### config.mk
export PLATFORM = sky130hd
export DESIGN_NAME = stack_param_lifo
export DESIGN_NICKNAME = d
export VERILOG_FILES = /design/src/rtl/stack_pkg.sv /design/src/rtl/stack_ptr_mod.sv /design/src/rtl/stack_param_lifo.sv
export SDC_FILE = /design/constraint.sdc
export NUM_CORES = 1
export LEC_CHECK = 0
export ABC_AREA = 1
export BUFFER_PORTS_ARGS = -buffer_cell sky130_fd_sc_hd__buf_4
export CORE_MARGIN = 10
export CORE_UTILIZATION = 45
export DETAILED_ROUTE_END_ITERATION = 8
export SLEW_MARGIN = 20
export SYNTH_ARGS = -nofsm -noshare
export SYNTH_HDL_FRONTEND = slang
export SYNTH_SLANG_ARGS = --single-unit
### constraint.sdc
create_clock -name CLK -period 3.45 [get_ports CLK]
set_input_delay 0.1725 -clock CLK [delete_from_list [all_inputs] [get_ports CLK]]
set_output_delay 0.1725 -clock CLK [all_outputs]
set_load 0.02 [all_outputs]
### src/rtl/stack_pkg.sv
// -----------------------------------------------------------------------------
// stack_pkg
//   Shared types and helpers for the parametrised LIFO stack.
//   - cmd_e   : two-bit command encoding driven by the command sequencer.
//   - mod_sub : (a - b) mod depth without negative intermediates, used by the
//               pointer decrement and by the GET address calculation.
// -----------------------------------------------------------------------------
package stack_pkg;

    typedef enum logic [1:0] {
        CMD_NOP  = 2'b00,
        CMD_PUSH = 2'b01,
        CMD_POP  = 2'b10,
        CMD_GET  = 2'b11
    } cmd_e;

    // Adds depth before subtracting so the intermediate never goes negative.
    // Valid for a < depth and b <= depth; callers truncate to pointer width.
    function automatic int unsigned mod_sub(input int unsigned a,
                                            input int unsigned b,
                                            input int unsigned depth);
        int unsigned t;
        t = a + depth - b;
        if (t >= depth) begin
            t = t - depth;
        end
        return t;
    endfunction

endpackage

### src/rtl/stack_ptr_mod.sv
// -----------------------------------------------------------------------------
// stack_ptr_mod
//   Modulo-DEPTH up/down pointer register. Wraps DEPTH-1 -> 0 on INC and
//   0 -> DEPTH-1 on DEC; INC and DEC together hold.
// Ports
//   CLK   in  1      rising-edge clock
//   RESET in  1      synchronous active-high reset, pointer -> 0
//   INC   in  1      advance pointer
//   DEC   in  1      retreat pointer
//   PTR   out IDX_W  current pointer value
// -----------------------------------------------------------------------------
module stack_ptr_mod
    import stack_pkg::*;
#(
    parameter int unsigned DEPTH = 5,
    parameter int unsigned IDX_W = $clog2(DEPTH)
) (
    input  logic             CLK,
    input  logic             RESET,
    input  logic             INC,
    input  logic             DEC,
    output logic [IDX_W-1:0] PTR
);

    always_ff @(posedge CLK) begin
        if (RESET) begin
            PTR <= '0;
        end else if (INC && !DEC) begin
            PTR <= (PTR == IDX_W'(DEPTH - 1)) ? '0 : PTR + 1'b1;
        end else if (DEC && !INC) begin
            PTR <= IDX_W'(mod_sub(32'(PTR), 32'd1, DEPTH));
        end
    end

endmodule

### src/rtl/stack_param_lifo.sv
// -----------------------------------------------------------------------------
// stack_param_lifo
//   Parametrised LIFO stack with PUSH / POP / indexed GET over a circular
//   register store of DEPTH words (any DEPTH >= 2). Registered result with a
//   one-cycle valid pulse, one-cycle error pulse for rejected commands, and
//   occupancy / FULL / EMPTY status.
//   Build option: define STACK_WRAP_EN to let PUSH on a full stack overwrite
//   the oldest entry; otherwise such a PUSH is rejected with ERR.
// Ports
//   CLK      in  1       rising-edge clock
//   RESET    in  1       synchronous active-high reset (beats any COMMAND)
//   COMMAND  in  2       00 NOP, 01 PUSH, 10 POP, 11 GET
//   INDEX    in  IDX_W   GET depth from top, 0 = top of stack
//   I_DATA   in  DATA_W  PUSH data
//   O_DATA   out DATA_W  POP/GET result (registered, holds otherwise)
//   O_VALID  out 1       O_DATA updated this cycle
//   ERR      out 1       previous command was rejected
//   FULL     out 1       COUNT == DEPTH
//   EMPTY    out 1       COUNT == 0
//   COUNT    out CNT_W   current occupancy
// -----------------------------------------------------------------------------
module stack_param_lifo
    import stack_pkg::*;
#(
    parameter  int unsigned DATA_W = 4,
    parameter  int unsigned DEPTH  = 5,
    localparam int unsigned IDX_W  = $clog2(DEPTH),
    localparam int unsigned CNT_W  = $clog2(DEPTH + 1)
) (
    input  logic              CLK,
    input  logic              RESET,
    input  logic [1:0]        COMMAND,
    input  logic [IDX_W-1:0]  INDEX,
    input  logic [DATA_W-1:0] I_DATA,
    output logic [DATA_W-1:0] O_DATA,
    output logic              O_VALID,
    output logic              ERR,
    output logic              FULL,
    output logic              EMPTY,
    output logic [CNT_W-1:0]  COUNT
);

    cmd_e              cmd;
    logic [IDX_W-1:0]  wr_ptr;
    logic [IDX_W-1:0]  top_ptr;
    logic [IDX_W-1:0]  get_addr;
    logic [CNT_W-1:0]  count;
    logic [DATA_W-1:0] mem [DEPTH];
    logic              is_full;
    logic              is_empty;
    logic              push_ok;
    logic              pop_ok;
    logic              get_ok;
    logic              reject;

    assign cmd      = cmd_e'(COMMAND);
    assign is_full  = (count == CNT_W'(DEPTH));
    assign is_empty = (count == '0);
    assign FULL     = is_full;
    assign EMPTY    = is_empty;
    assign COUNT    = count;

    stack_ptr_mod #(
        .DEPTH (DEPTH),
        .IDX_W (IDX_W)
    ) u_wr_ptr (
        .CLK   (CLK),
        .RESET (RESET),
        .INC   (push_ok),
        .DEC   (pop_ok),
        .PTR   (wr_ptr)
    );

    always_comb begin
        push_ok  = 1'b0;
        pop_ok   = 1'b0;
        get_ok   = 1'b0;
        reject   = 1'b0;
        top_ptr  = IDX_W'(mod_sub(32'(wr_ptr), 32'd1, DEPTH));
        // Only meaningful when INDEX < count; out-of-range INDEX is never used.
        get_addr = IDX_W'(mod_sub(32'(top_ptr), 32'(INDEX), DEPTH));
        case (cmd)
            CMD_PUSH: begin
`ifdef STACK_WRAP_EN
                push_ok = 1'b1;
`else
                push_ok = !is_full;
                reject  = is_full;
`endif
            end
            CMD_POP: begin
                pop_ok = !is_empty;
                reject = is_empty;
            end
            CMD_GET: begin
                get_ok = (CNT_W'(INDEX) < count);
                reject = !get_ok;
            end
            default: ;
        endcase
    end

    always_ff @(posedge CLK) begin
        if (RESET) begin
            for (int unsigned i = 0; i < DEPTH; i++) begin
                mem[i] <= '0;
            end
            count   <= '0;
            O_DATA  <= '0;
            O_VALID <= 1'b0;
            ERR     <= 1'b0;
        end else begin
            O_VALID <= pop_ok || get_ok;
            ERR     <= reject;
            if (push_ok) begin
                mem[wr_ptr] <= I_DATA;
            end
            if (pop_ok) begin
                O_DATA <= mem[top_ptr];
            end else if (get_ok) begin
                O_DATA <= mem[get_addr];
            end
            // A wrapping PUSH on a full stack overwrites the oldest slot and
            // leaves the occupancy at DEPTH.
            if (push_ok && !is_full) begin
                count <= count + 1'b1;
            end else if (pop_ok) begin
                count <= count - 1'b1;
            end
        end
    end

endmodule

# ---- Word-level counts from Yosys, hierarchy flattened
# Memories as Yosys holds them, arrays and structs flattened.
# Cells that the tools add are included.
dict set report word_totals {
  reg_bits 12
  mem_bits_rw 20
  input_bits 11
  output_inout_bits 11
  word_cells 58
  n_memories 1
}
dict set report op_classes {
  addsub 9
  magnitude_cmp 3
  eq_ne 5
  muxes 21
  reduce_logical 14
}
# memory words width rd rd_ports_with_merged_regs wr line
set memory_table {}
lappend memory_table {mem 5 4 2 0 5 stack_param_lifo.sv:48} ;# logic [DATA_W-1:0] mem [DEPTH];
# cell count
set op_table {}
lappend op_table {{>= comparator 32 x 3 -> 1 bit, second input constant} 2}
lappend op_table {{2-to-1 mux 3 bit} 8}
lappend op_table {{2-to-1 mux 4 bit} 3}
lappend op_table {{2-to-1 mux 1 bit} 9}
lappend op_table {{adder 3 x 3 -> 4 bit, second input constant} 2}
lappend op_table {{adder 3 x 1 -> 3 bit, second input constant} 2}
lappend op_table {{equality test 3 bit, second input constant} 2}
lappend op_table {{nonzero test 2 bit} 3}
lappend op_table {{subtractor 3 bit, second input constant} 2}
lappend op_table {{logical NOT 1 bit} 5}
lappend op_table {{subtractor 4 x 1 -> 5 bit, second input constant} 1}
lappend op_table {{subtractor 4 x 3 -> 5 bit} 1}
lappend op_table {{equality test 2 bit, second input constant} 2}
lappend op_table {{OR reduction 4 bit} 1}
lappend op_table {{logical AND 1 bit} 3}
lappend op_table {{logical NOT 3 bit} 1}
lappend op_table {{< comparator 3 bit} 1}
lappend op_table {{one-hot mux 1 bit (3 select lines)} 1}
lappend op_table {{subtractor 3 x 1 -> 3 bit, second input constant} 1}
lappend op_table {{equality test 2 x 1 -> 1 bit, second input constant} 1}
lappend op_table {{logical OR 1 bit} 1}

# ---- Depth between registers and ports, before layout
# Gate-level depths: netlist of run 1.
# An unclocked memory read counts as a cell.
dict set report logic_depth {
  ltp_word 11
  ltp_mapped 24
  depth_no_buf 24
}

# ---- By module
# A second synthesis of run 1 with hierarchy kept.
dict set report hier_totals {
  hier_cells 402
  hier_area_um2 3080.5
}
# module n_inst cells_per_inst area_per_inst_um2 seq_area_each_um2
set by_module_without_submodules {}
lappend by_module_without_submodules {stack_param_lifo 1 354 2755.1 1141.1}
lappend by_module_without_submodules {stack_ptr_mod 1 48 325.3 60.1}

# ---- Worst setup path after synthesis of run 1
# OpenSTA, ideal clock, no wires.
dict set report synth_timing {
  path_kind {register to register}
  startpoint {reg u_wr_ptr.PTR[0]}
  endpoint {reg O_DATA[0]}
  t_arrival_ns 3.652
  t_required_ns 3.384
  path_slack_ns -0.269
  path_stages_with_launch 24
  synth_period_minus_slack_ns 3.719
  path_cell_list {dfxtp_1 > inv_2 > ha_1 > ha_1 > nand2_8 > inv_2 > or2_1 > o21ai_2 > inv_2 > ha_1 > inv_1 > ha_1 > fa_1 > inv_1 > nor2_2 > nor2_4 > nand3_4 > nand2_2 > nand2_2 > nand2_1 > nand3_1 > nand3_1 > nand3_1 > a21oi_2}
}
dict set report synth_via {
  elab_chain_cells 11
}
# element line
set synth_rtl {}
lappend synth_rtl {{from (decl)} stack_ptr_mod.sv:22} ;# output logic [IDX_W-1:0] PTR
lappend synth_rtl {{from (signal assigned)} stack_ptr_mod.sv:29} ;# PTR <= (PTR == IDX_W'(DEPTH - 1)) ? '0 : PTR + 1'b1;
lappend synth_rtl {{from (signal assigned)} stack_ptr_mod.sv:31} ;# PTR <= IDX_W'(mod_sub(32'(PTR), 32'd1, DEPTH));
lappend synth_rtl {{adder 3 x 3 -> 4 bit (*)} stack_pkg.sv:23} ;# t = a + depth - b;
lappend synth_rtl {{subtractor 4 x 1 -> 5 bit (*)} stack_pkg.sv:23}
lappend synth_rtl {{>= comparator 32 x 3 -> 1 bit / subtractor 3 bit (equally long branches)} --}
lappend synth_rtl {{2-to-1 mux 3 bit (*)} stack_pkg.sv:24} ;# if (t >= depth) begin
lappend synth_rtl {{adder 3 x 3 -> 4 bit} stack_pkg.sv:23}
lappend synth_rtl {{subtractor 4 x 3 -> 5 bit} stack_pkg.sv:23}
lappend synth_rtl {{>= comparator 32 x 3 -> 1 bit / subtractor 3 bit (equally long branches)} {stack_pkg.sv:24, stack_pkg.sv:25}}
lappend synth_rtl {{2-to-1 mux 3 bit} stack_pkg.sv:24}
lappend synth_rtl {{memory (5 x 4 bit) (*)} --}
lappend synth_rtl {{2-to-1 mux 4 bit} stack_param_lifo.sv:120} ;# end else if (get_ok) begin
lappend synth_rtl {{2-to-1 mux 4 bit (*)} stack_param_lifo.sv:118} ;# if (pop_ok) begin
lappend synth_rtl {{to (signal assigned)} stack_param_lifo.sv:119} ;# O_DATA <= mem[top_ptr];
lappend synth_rtl {{to (signal assigned)} stack_param_lifo.sv:121} ;# O_DATA <= mem[get_addr];
lappend synth_rtl {{to (decl)} stack_param_lifo.sv:35} ;# output logic [DATA_W-1:0] O_DATA,
# Mark *: on every way between the ends. The rest lies on a longest branch, timed or not. The select of a mux whose other input is x is not followed.
# A chain may end at the register's enable or synchronous reset.

# ---- Worst setup path in the final report of run 1
dict set report layout_timing {
  startpoint {reg u_wr_ptr.PTR[0]}
  endpoint {reg O_DATA[3]}
}
# Same word-level chain as after synthesis.

==> results.txt, run 1 <==
status - complete, no violations
Worst Skew - 0.00991 ns
first-pass GRT wire length - 12500 um
Max Freq - 293 MHz
share of cells above drive strength 1 - 30.0%
startpoint types - flop
initial antenna violation count - 0
Final nets - 453
Syn Inst Count - 375
vias in the first global route - 2548
DRT antenna net count - 0
clock slew seen by the registers of the worst setup and hold paths - 0.09 ns
Slew Viols, Final - 0
CTS tree - yes
Area contributors post-synth - edfxtp_1 (32%), nand3_1 (13%), nand2_1 (10%)
total power - 4120 uW
pwr dens - 1090 nW/um^2
Seq/Total Area, Yosys - 40.6%
core area - 6390 um^2
Hold WC Path Type - input port to flop
crit path DAT - 3.65 ns
Area growth syn-to-layout - 28.1%
area leader, netlist - edfxtp_1
# diodes - 0
vias - 2636
die area - 10200 um^2
Hold Path Origin - RESET
final hold vios - 0
# IOs - 22
Tcrit/Tclk final - 98.8%
Setup crit end kind - flop
reg2reg start - u_wr_ptr.PTR[0]
syn_area_per_cell - 7.90 um^2
syn_nets - 405
TritonRoute pass-1 iters - 5
RSZ-0062 raised after global routing - true
worst reg-to-reg setup slack - 0.04 ns
cts hold-fix bufs - 0
CP dominant cell by count - inv_2
number of max-cap violations - 0
endpoints failing setup - 0
final WL - 7650 um
largest stage delay on the critical path - 0.48 ns
worst vdd ir - 1.16 mV
mapped cell area - 2960 um^2
worst-margin pin slew - 0.553 ns
Post-Layout Cell Count - 501
register area - 1210 um^2
pin count of the biggest net entering global routing - 18
Yosys warnings - 0
Max-slew headroom - 62.8%
Reg2Reg Depth - 20
area of the multi-input gates - 1760 um^2
Critical Path End - O_DATA[3]
CTS Buf Count - 5
DP Wirelength - 5790 um
Routed WL per cell - 15.3 um
most common cell after layout, fill and taps aside - nand2_1
DRC Markers - 0
Port Buffers - 21
CP Class - flop to flop
clock tree buffer depth - 2
Die Ht - 101 um
Slowest-stage cell, CP - fa_1
Crit Path Max Fanout - 8
setup_tns - 0 ns
via/cell ratio - 5.26
Rows - 29
Inst Count DP - 484
grt ovf - 0
Final Wtd Congestion - 0.891
commonest cells after routing, fill and taps aside - nand2_1 (78), inv_1 (54), nand3_1 (49)
post-synth top area share - 32.4%
H-tree depth - 2
Worst Setup SP - u_wr_ptr.PTR[0]
Num Clock Sinks - 44
Root Buffer - clkbuf_8
Tmin final - 3.41 ns
Skew-Pair Late Insertion Delay - 0.30 ns
Initial Utilization - 46.4%
fillers - 582
data required time at the worst endpoint - 3.69 ns
Initial DRC Count - 193
cells along the critical path - inv_4 > buf_4 > ha_1 > or2_1 > o21ai_2 > inv_2 > ha_4 > inv_2 > ha_4 > fa_1 > inv_2 > nor2_4 > nor2_4 > nand3_4 > o21ai_4 > buf_12 > nand3_4 > nand3_2 > nand3_2 > a21oi_2
gr usage total - 15.0%
synth unique cells - 32
leakage - 0.00175 uW
Die Span X - 101 um
Seq cells post-synth - 44
Reg2Reg Capture Point - O_DATA[3]
post-layout util - 59.4%
## per-layer routing
metal / track usage, % / part of all wire [%] / vias to the layer above
li1: - / - / 1321
met4: 3.32 / 0.72 / 0
met3: 3.77 / 6.2 / 4
met1: 20.5 / 47 / 1220
met2: 23.3 / 46 / 91
met5: 0 / 0 / -
## registers in the layout (all words and copies together), names as in the netlist
| register | flops |
|---|---|
| O_VALID | 1 |
| u_wr_ptr.PTR | 3 |
| O_DATA | 4 |
| ERR | 1 |
| COUNT | 3 |
| mem | 32 |
## critical path: cells and delay by family, from the launching register on
kind                       cells  cell delay, ns
buffers and inverters          6            0.54
and+or+nand+nor                7            0.82
adders and majority gates      4            1.19
DFF                            1            0.37
AOI/OAI and AO/OA              3            0.42
## report_power, final
part,internal (uW),switching (uW)
Combinational,1300,1790
Clock,215,183
Sequential,607,24.4
Total,2120,2000
## per-stage QoR
step / worst slack [ns] / instance area [um^2] / hold slack [ns]
final: 0.0405 / 3790 / 0.0676
after CTS: 0.00198 / 3530 / 0.0613
after global placement: -0.00663 / 3330 / 0.380
after detailed placement: -0.0479 / 3330 / 0.380
after floorplan: 0.00442 / 3000 / 0.242
after global routing: -0.164 / 3790 / 0.0612
## worst min path at each step
stage | slack (ns) | to | depth (start not counted)
CTS | 0.06 | O_VALID | 2
global placement | 0.38 | mem[7][1] | 1
finish | 0.07 | O_VALID | 2
detailed placement | 0.38 | O_VALID | 2
global route | 0.06 | mem[5][2] | 1
floorplan | 0.24 | O_VALID | 1
## synth_stat cells (all sizes together)
master and instances:
nand3 77, ha 17, fa 2, dfxtp 12, edfxtp 32, buf 3
nand2 91, nand4 2, a21o 1, or2 1, nor2 31, a211oi 1
a21oi 11, inv 67, nand3b 1, o21ai 13, a31oi 4, xor2 3
nor3 5, clkbuf 1
## final cells by class
| type | count | share of cell area [%] |
|---|---|---|
| multi-input cells | 260 | 46.3 |
| flip-flops and latches | 44 | 31.8 |
| repair buffers | 45 | 9.66 |
| inverters | 67 | 6.76 |
| well taps | 77 | 2.54 |
| clock buffers | 5 | 1.81 |
| clock inverters | 3 | 1.12 |
## kinds of logic after synthesis
logic type / count (synthesis) / share of synthesized area (%)
and+or+nand+nor: 208 / 33.1
xor gates and xnor gates: 3 / 1.52
DFF: 44 / 40.6
adders and majority gates: 19 / 8.53
AOI/OAI and AO/OA: 30 / 6.42
buffers and inverters: 71 / 9.84
## timing repair
item,CTS,global route
pin swaps,7,19
endpoints found under the hold margin,0,0
endpoints found under the setup margin,4,4
resized for setup,8,42
buffers inserted,6,3
gates cloned,0,0
(Power assumes the default switching activity.)
==> run 2, diff against run 1 <==
Settings changed: CORE_ASPECT_RATIO set to 0.8, CORE_UTILIZATION 45 to 55, PLACE_DENSITY set to 0.77.
==> results.txt, run 2 (synthesis results as in run 1) <==
violated checks - setup timing
Worst Hold Depth - 2
Inst Count DP - 468
flip-flop count of the largest register after layout - 32
leakage - 0.00178 uW
Largest Register - mem
status - finished with violations
CP Class - flop to flop
largest registers - mem: 32 flops, O_DATA: 4 flops
Hold Path Origin - RESET
commonest cells after routing, fill and taps aside - nand2_1 (78), inv_1 (54), nand3_1 (53)
Final Wtd Congestion - 1.01
vias in the first global route - 2592
worst reg-to-reg setup slack - -0.06 ns
final hold vios - 0
pin count of the biggest net entering global routing - 18
most common cell after layout, fill and taps aside - nand2_1
setup_tns - -0.152 ns
# diodes - 0
via/cell ratio - 5.68
DRC Markers - 0
clock slew seen by the registers of the worst setup and hold paths - 0.10 ns
WHS Endpoint - ERR
Die Ht - 85.6 um
Area growth syn-to-layout - 30.4%
# IOs - 22
vias - 2801
Max Freq - 285 MHz
gr usage total - 18.1%
first-pass GRT wire length - 12800 um
CTS Buf Count - 5
RSZ-0062 raised after global routing - true
TritonRoute pass-1 iters - 6
startpoint types - flop
Tcrit/Tclk final - 102%
final WL - 8530 um
Initial Utilization - 57.8%
Skew-Pair Late Insertion Delay - 0.31 ns
Root Buffer - clkbuf_8
Num Clock Sinks - 44
Max-slew headroom - 64.2%
worst vdd ir - 0.507 mV
Crit Path Max Fanout - 4
Tmin final - 3.51 ns
Post-Layout Cell Count - 493
Hold WC Path Type - input port to flop
Rows - 23
total power - 4340 uW
reg2reg start - u_wr_ptr.PTR[1]
clock tree buffer depth - 2
Final nets - 460
endpoints failing setup - 4
pwr dens - 1120 nW/um^2
Routed WL per cell - 17.3 um
Port Buffers - 21
worst-margin pin slew - 0.533 ns
initial antenna violation count - 0
grt ovf - 0
Final Worst Setup Slack - -0.0564 ns
CTS tree - yes
die area - 8740 um^2
Worst Skew - 0.0131 ns
H-tree depth - 2
DRT antenna net count - 0
share of cells above drive strength 1 - 31.1%
Reg2Reg Capture Point - O_DATA[3]
Reg2Reg Depth - 22
data required time at the worst endpoint - 3.66 ns
core area - 5120 um^2
DP Wirelength - 5780 um
Initial DRC Count - 416
number of max-cap violations - 0
Setup crit end kind - flop
fillers - 365
Die Span X - 102 um
crit path DAT - 3.71 ns
Slew Viols, Final - 0
cts hold-fix bufs - 0
[run 2: routing by layer]
metal	up-vias	wire (um)	track usage, %
li1	1336	-	-
met1	1293	3690	24.7
met2	146	3990	28.7
met3	26	707	3.21
met4	0	146	4.73
met5	-	0	0
[run 2: repair_timing]
action | CTS | global route
pin swaps | 18 | 27
endpoints found under the setup margin | 4 | 4
buffers inserted | 9 | 8
resized for setup | 23 | 32
[run 2: metrics by stage]
step | instance area [um^2] | util (%) | hold slack (ns) | setup WS [ns]
2_1_floorplan | 3000 | - | 0.242 | 0.00442
5_1_grt | 3860 | 75.4 | 0.0483 | -0.209
6_report | 3860 | 75.4 | 0.0527 | -0.0564
4_1_cts | 3620 | 70.7 | 0.0499 | -0.00639
3_3_place_gp | 3310 | 64.7 | 0.375 | -0.00982
3_5_place_dp | 3310 | 64.7 | 0.374 | -0.105
[run 2: worst max-delay path, cell delays in order, from the launching register on]
cell and delay, ns:
dfxtp_2 0.36, inv_4 0.05, ha_4 0.15, ha_4 0.17, nand2_8 0.07, inv_2 0.03, or2_1 0.21, o21ai_2 0.08
inv_2 0.08, ha_4 0.28, inv_4 0.04, ha_4 0.15, fa_2 0.55, inv_2 0.06, nor2_4 0.11, nor2_4 0.06
buf_6 0.12, a21o_1 0.18, a21oi_4 0.25, buf_4 0.17, nand3_2 0.07, nand3_2 0.09, a21oi_2 0.06
[run 2: final cells by class]
class / instances / area [um^2] / share of cell area (%)
well taps: 62 / 77.6 / 2.01
clock inverters: 3 / 42.5 / 1.10
multi-input cells: 260 / 1760 / 45.6
clock buffers: 5 / 68.8 / 1.78
flip-flops and latches: 44 / 1210 / 31.2
repair buffers: 52 / 447 / 11.6
inverters: 67 / 259 / 6.71
[run 2: power by group]
part / switching (uW) / internal (uW)
Combinational: 1910 / 1390
Clock: 193 / 215
Sequential: 27.6 / 607
Total: 2130 / 2210
[run 2: how the worst max path moves through the flow]
stage	cells after the start	to	startpoint	slack, ns
after global placement	22	O_DATA[1]	u_wr_ptr.PTR[0]	-0.01
after global routing	22	O_DATA[3]	u_wr_ptr.PTR[1]	-0.21
after floorplan	23	O_DATA[0]	u_wr_ptr.PTR[0]	0.004
after CTS	21	O_DATA[1]	u_wr_ptr.PTR[1]	-0.006
final	22	O_DATA[3]	u_wr_ptr.PTR[1]	-0.06
after detailed placement	22	O_DATA[1]	u_wr_ptr.PTR[0]	-0.11
==> run 3, diff against run 2 <==
Settings changed: SKIP_LAST_GASP set to 1.
==> results.txt, run 3 (synthesis results as in run 1) <==
Area growth syn-to-layout - 30.4%
via/cell ratio - 5.73
Post-Layout Cell Count - 493
pin count of the biggest net entering global routing - 18
worst vdd ir - 0.511 mV
Final Worst Setup Slack - -0.0332 ns
TritonRoute pass-1 iters - 5
most common cell after layout, fill and taps aside - nand2_1
Worst Skew - 0.0109 ns
Setup crit end kind - flop
Rows - 23
Largest Register - mem
Die Span X - 102 um
Skew-Pair Late Insertion Delay - 0.31 ns
Tcrit/Tclk final - 101%
core area - 5120 um^2
leakage - 0.00178 uW
worst reg-to-reg setup slack - -0.03 ns
Num Clock Sinks - 44
pwr dens - 1120 nW/um^2
clock slew seen by the registers of the worst setup and hold paths - 0.09 ns
Max-slew headroom - 63.7%
worst-margin pin slew - 0.540 ns
vias in the first global route - 2601
grt ovf - 0
CP dominant cell by count - ha_4
CP Class - flop to flop
commonest cells after routing, fill and taps aside - nand2_1 (78), inv_1 (54), nand3_1 (53)
DP Wirelength - 5780 um
Initial DRC Count - 354
setup_tns - -0.0950 ns
violated checks - setup timing
die area - 8740 um^2
clock tree buffer depth - 2
DRT antenna net count - 0
DRC Markers - 0
final WL - 8490 um
Crit Path Max Fanout - 4
endpoints failing setup - 4
initial antenna violation count - 0
share of cells above drive strength 1 - 31.1%
Inst Count DP - 468
vias - 2826
Buf+Inv Stages, Crit Path - 7
H-tree depth - 2
Routed WL per cell - 17.2 um
Port Buffers - 21
flip-flop count of the largest register after layout - 32
first-pass GRT wire length - 12800 um
status - finished with violations
Max Freq - 287 MHz
number of max-cap violations - 0
RSZ-0062 raised after global routing - true
Die Ht - 85.6 um
cells along the critical path - inv_4 > ha_4 > ha_4 > nand2_8 > inv_2 > or2_1 > o21ai_2 > inv_2 > ha_4 > inv_4 > ha_4 > fa_2 > inv_2 > nor2_4 > nor2_4 > buf_6 > a21o_1 > a21oi_4 > buf_4 > nand3_2 > nand3_2 > a21oi_2
gr usage total - 18.1%
final hold vios - 0
CTS tree - yes
crit path DAT - 3.69 ns
startpoint types - flop
Slowest-stage cell, CP - fa_2
Slew Viols, Final - 0
Crit path max-delay family - adder cells
# IOs - 22
Final nets - 460
data required time at the worst endpoint - 3.66 ns
Hold WC Path Type - input port to flop
largest registers - mem: 32 flops, O_DATA: 4 flops
Root Buffer - clkbuf_8
largest stage delay on the critical path - 0.55 ns
CTS Buf Count - 5
Final Wtd Congestion - 1.01
Initial Utilization - 57.8%
Tmin final - 3.48 ns
# diodes - 0
fillers - 367
## run 3: worst paths after layout
kind	from	endpoint	cells after the start
worst min register to register	O_DATA[2]	O_DATA[2]	2
worst max-delay path	u_wr_ptr.PTR[1]	O_DATA[2]	22
worst max register to register	u_wr_ptr.PTR[1]	O_DATA[2]	22
worst min-delay path	RESET	ERR	2
## run 3: repair_timing
item | 4_1_cts | 5_1_grt
buffers inserted | 9 | 8
hold buffers | 0 | 0
resized for setup | 22 | 33
setup endpoints to repair | 4 | 4
pin swaps | 17 | 27
## run 3: layout make-up
| type | instances | area, um^2 | share of cell area (%) |
|---|---|---|---|
| Tap cell | 62 | 77.6 | 2.01 |
| Multi-Input combinational cell | 260 | 1760 | 45.6 |
| Timing Repair Buffer | 52 | 447 | 11.6 |
| Sequential cell | 44 | 1210 | 31.2 |
| Inverter | 67 | 259 | 6.71 |
| Clock buffer | 5 | 68.8 | 1.78 |
| Clock inverter | 3 | 42.5 | 1.10 |
## run 3: routing by layer
layer	global-route usage, %	part of all wire (%)
met1	24.7	42
met2	28.7	46
met3	3.29	9.3
met4	4.73	2.5
met5	0	0
## run 3: worst reg2reg max path: stages, from the launching register on
cell and delay [ns]:
dfxtp_2 0.36, inv_4 0.05, ha_4 0.15, ha_4 0.17
nand2_8 0.07, inv_2 0.03, or2_1 0.21, o21ai_2 0.08
inv_2 0.08, ha_4 0.28, inv_4 0.04, ha_4 0.15
fa_2 0.55, inv_2 0.06, nor2_4 0.11, nor2_4 0.06
buf_6 0.12, a21o_1 0.18, a21oi_4 0.24, buf_4 0.17
nand3_2 0.08, nand3_2 0.08, a21oi_2 0.06
## run 3: stage by stage
| step | utilization [%] | instance area (um^2) | setup slack, ns | power (uW) | hold WS, ns |
|---|---|---|---|---|---|
| 2_1_floorplan | - | 3000 | 0.00442 | 2260 | 0.242 |
| 3_3_place_gp | 64.7 | 3310 | -0.00982 | 2700 | 0.375 |
| 3_5_place_dp | 64.7 | 3310 | -0.105 | 2740 | 0.374 |
| 4_1_cts | 70.6 | 3610 | -0.00639 | 3410 | 0.0499 |
| 5_1_grt | 75.4 | 3860 | -0.180 | 4590 | 0.0495 |
| 6_report | 75.4 | 3860 | -0.0332 | 4320 | 0.0517 |
## run 3: power by group
| part | switching [uW] | internal [uW] | leakage [uW] |
|---|---|---|---|
| registers | 27.3 | 607 | 0.000415 |
| clock network | 192 | 215 | 0.0000558 |
| logic | 1890 | 1390 | 0.00131 |
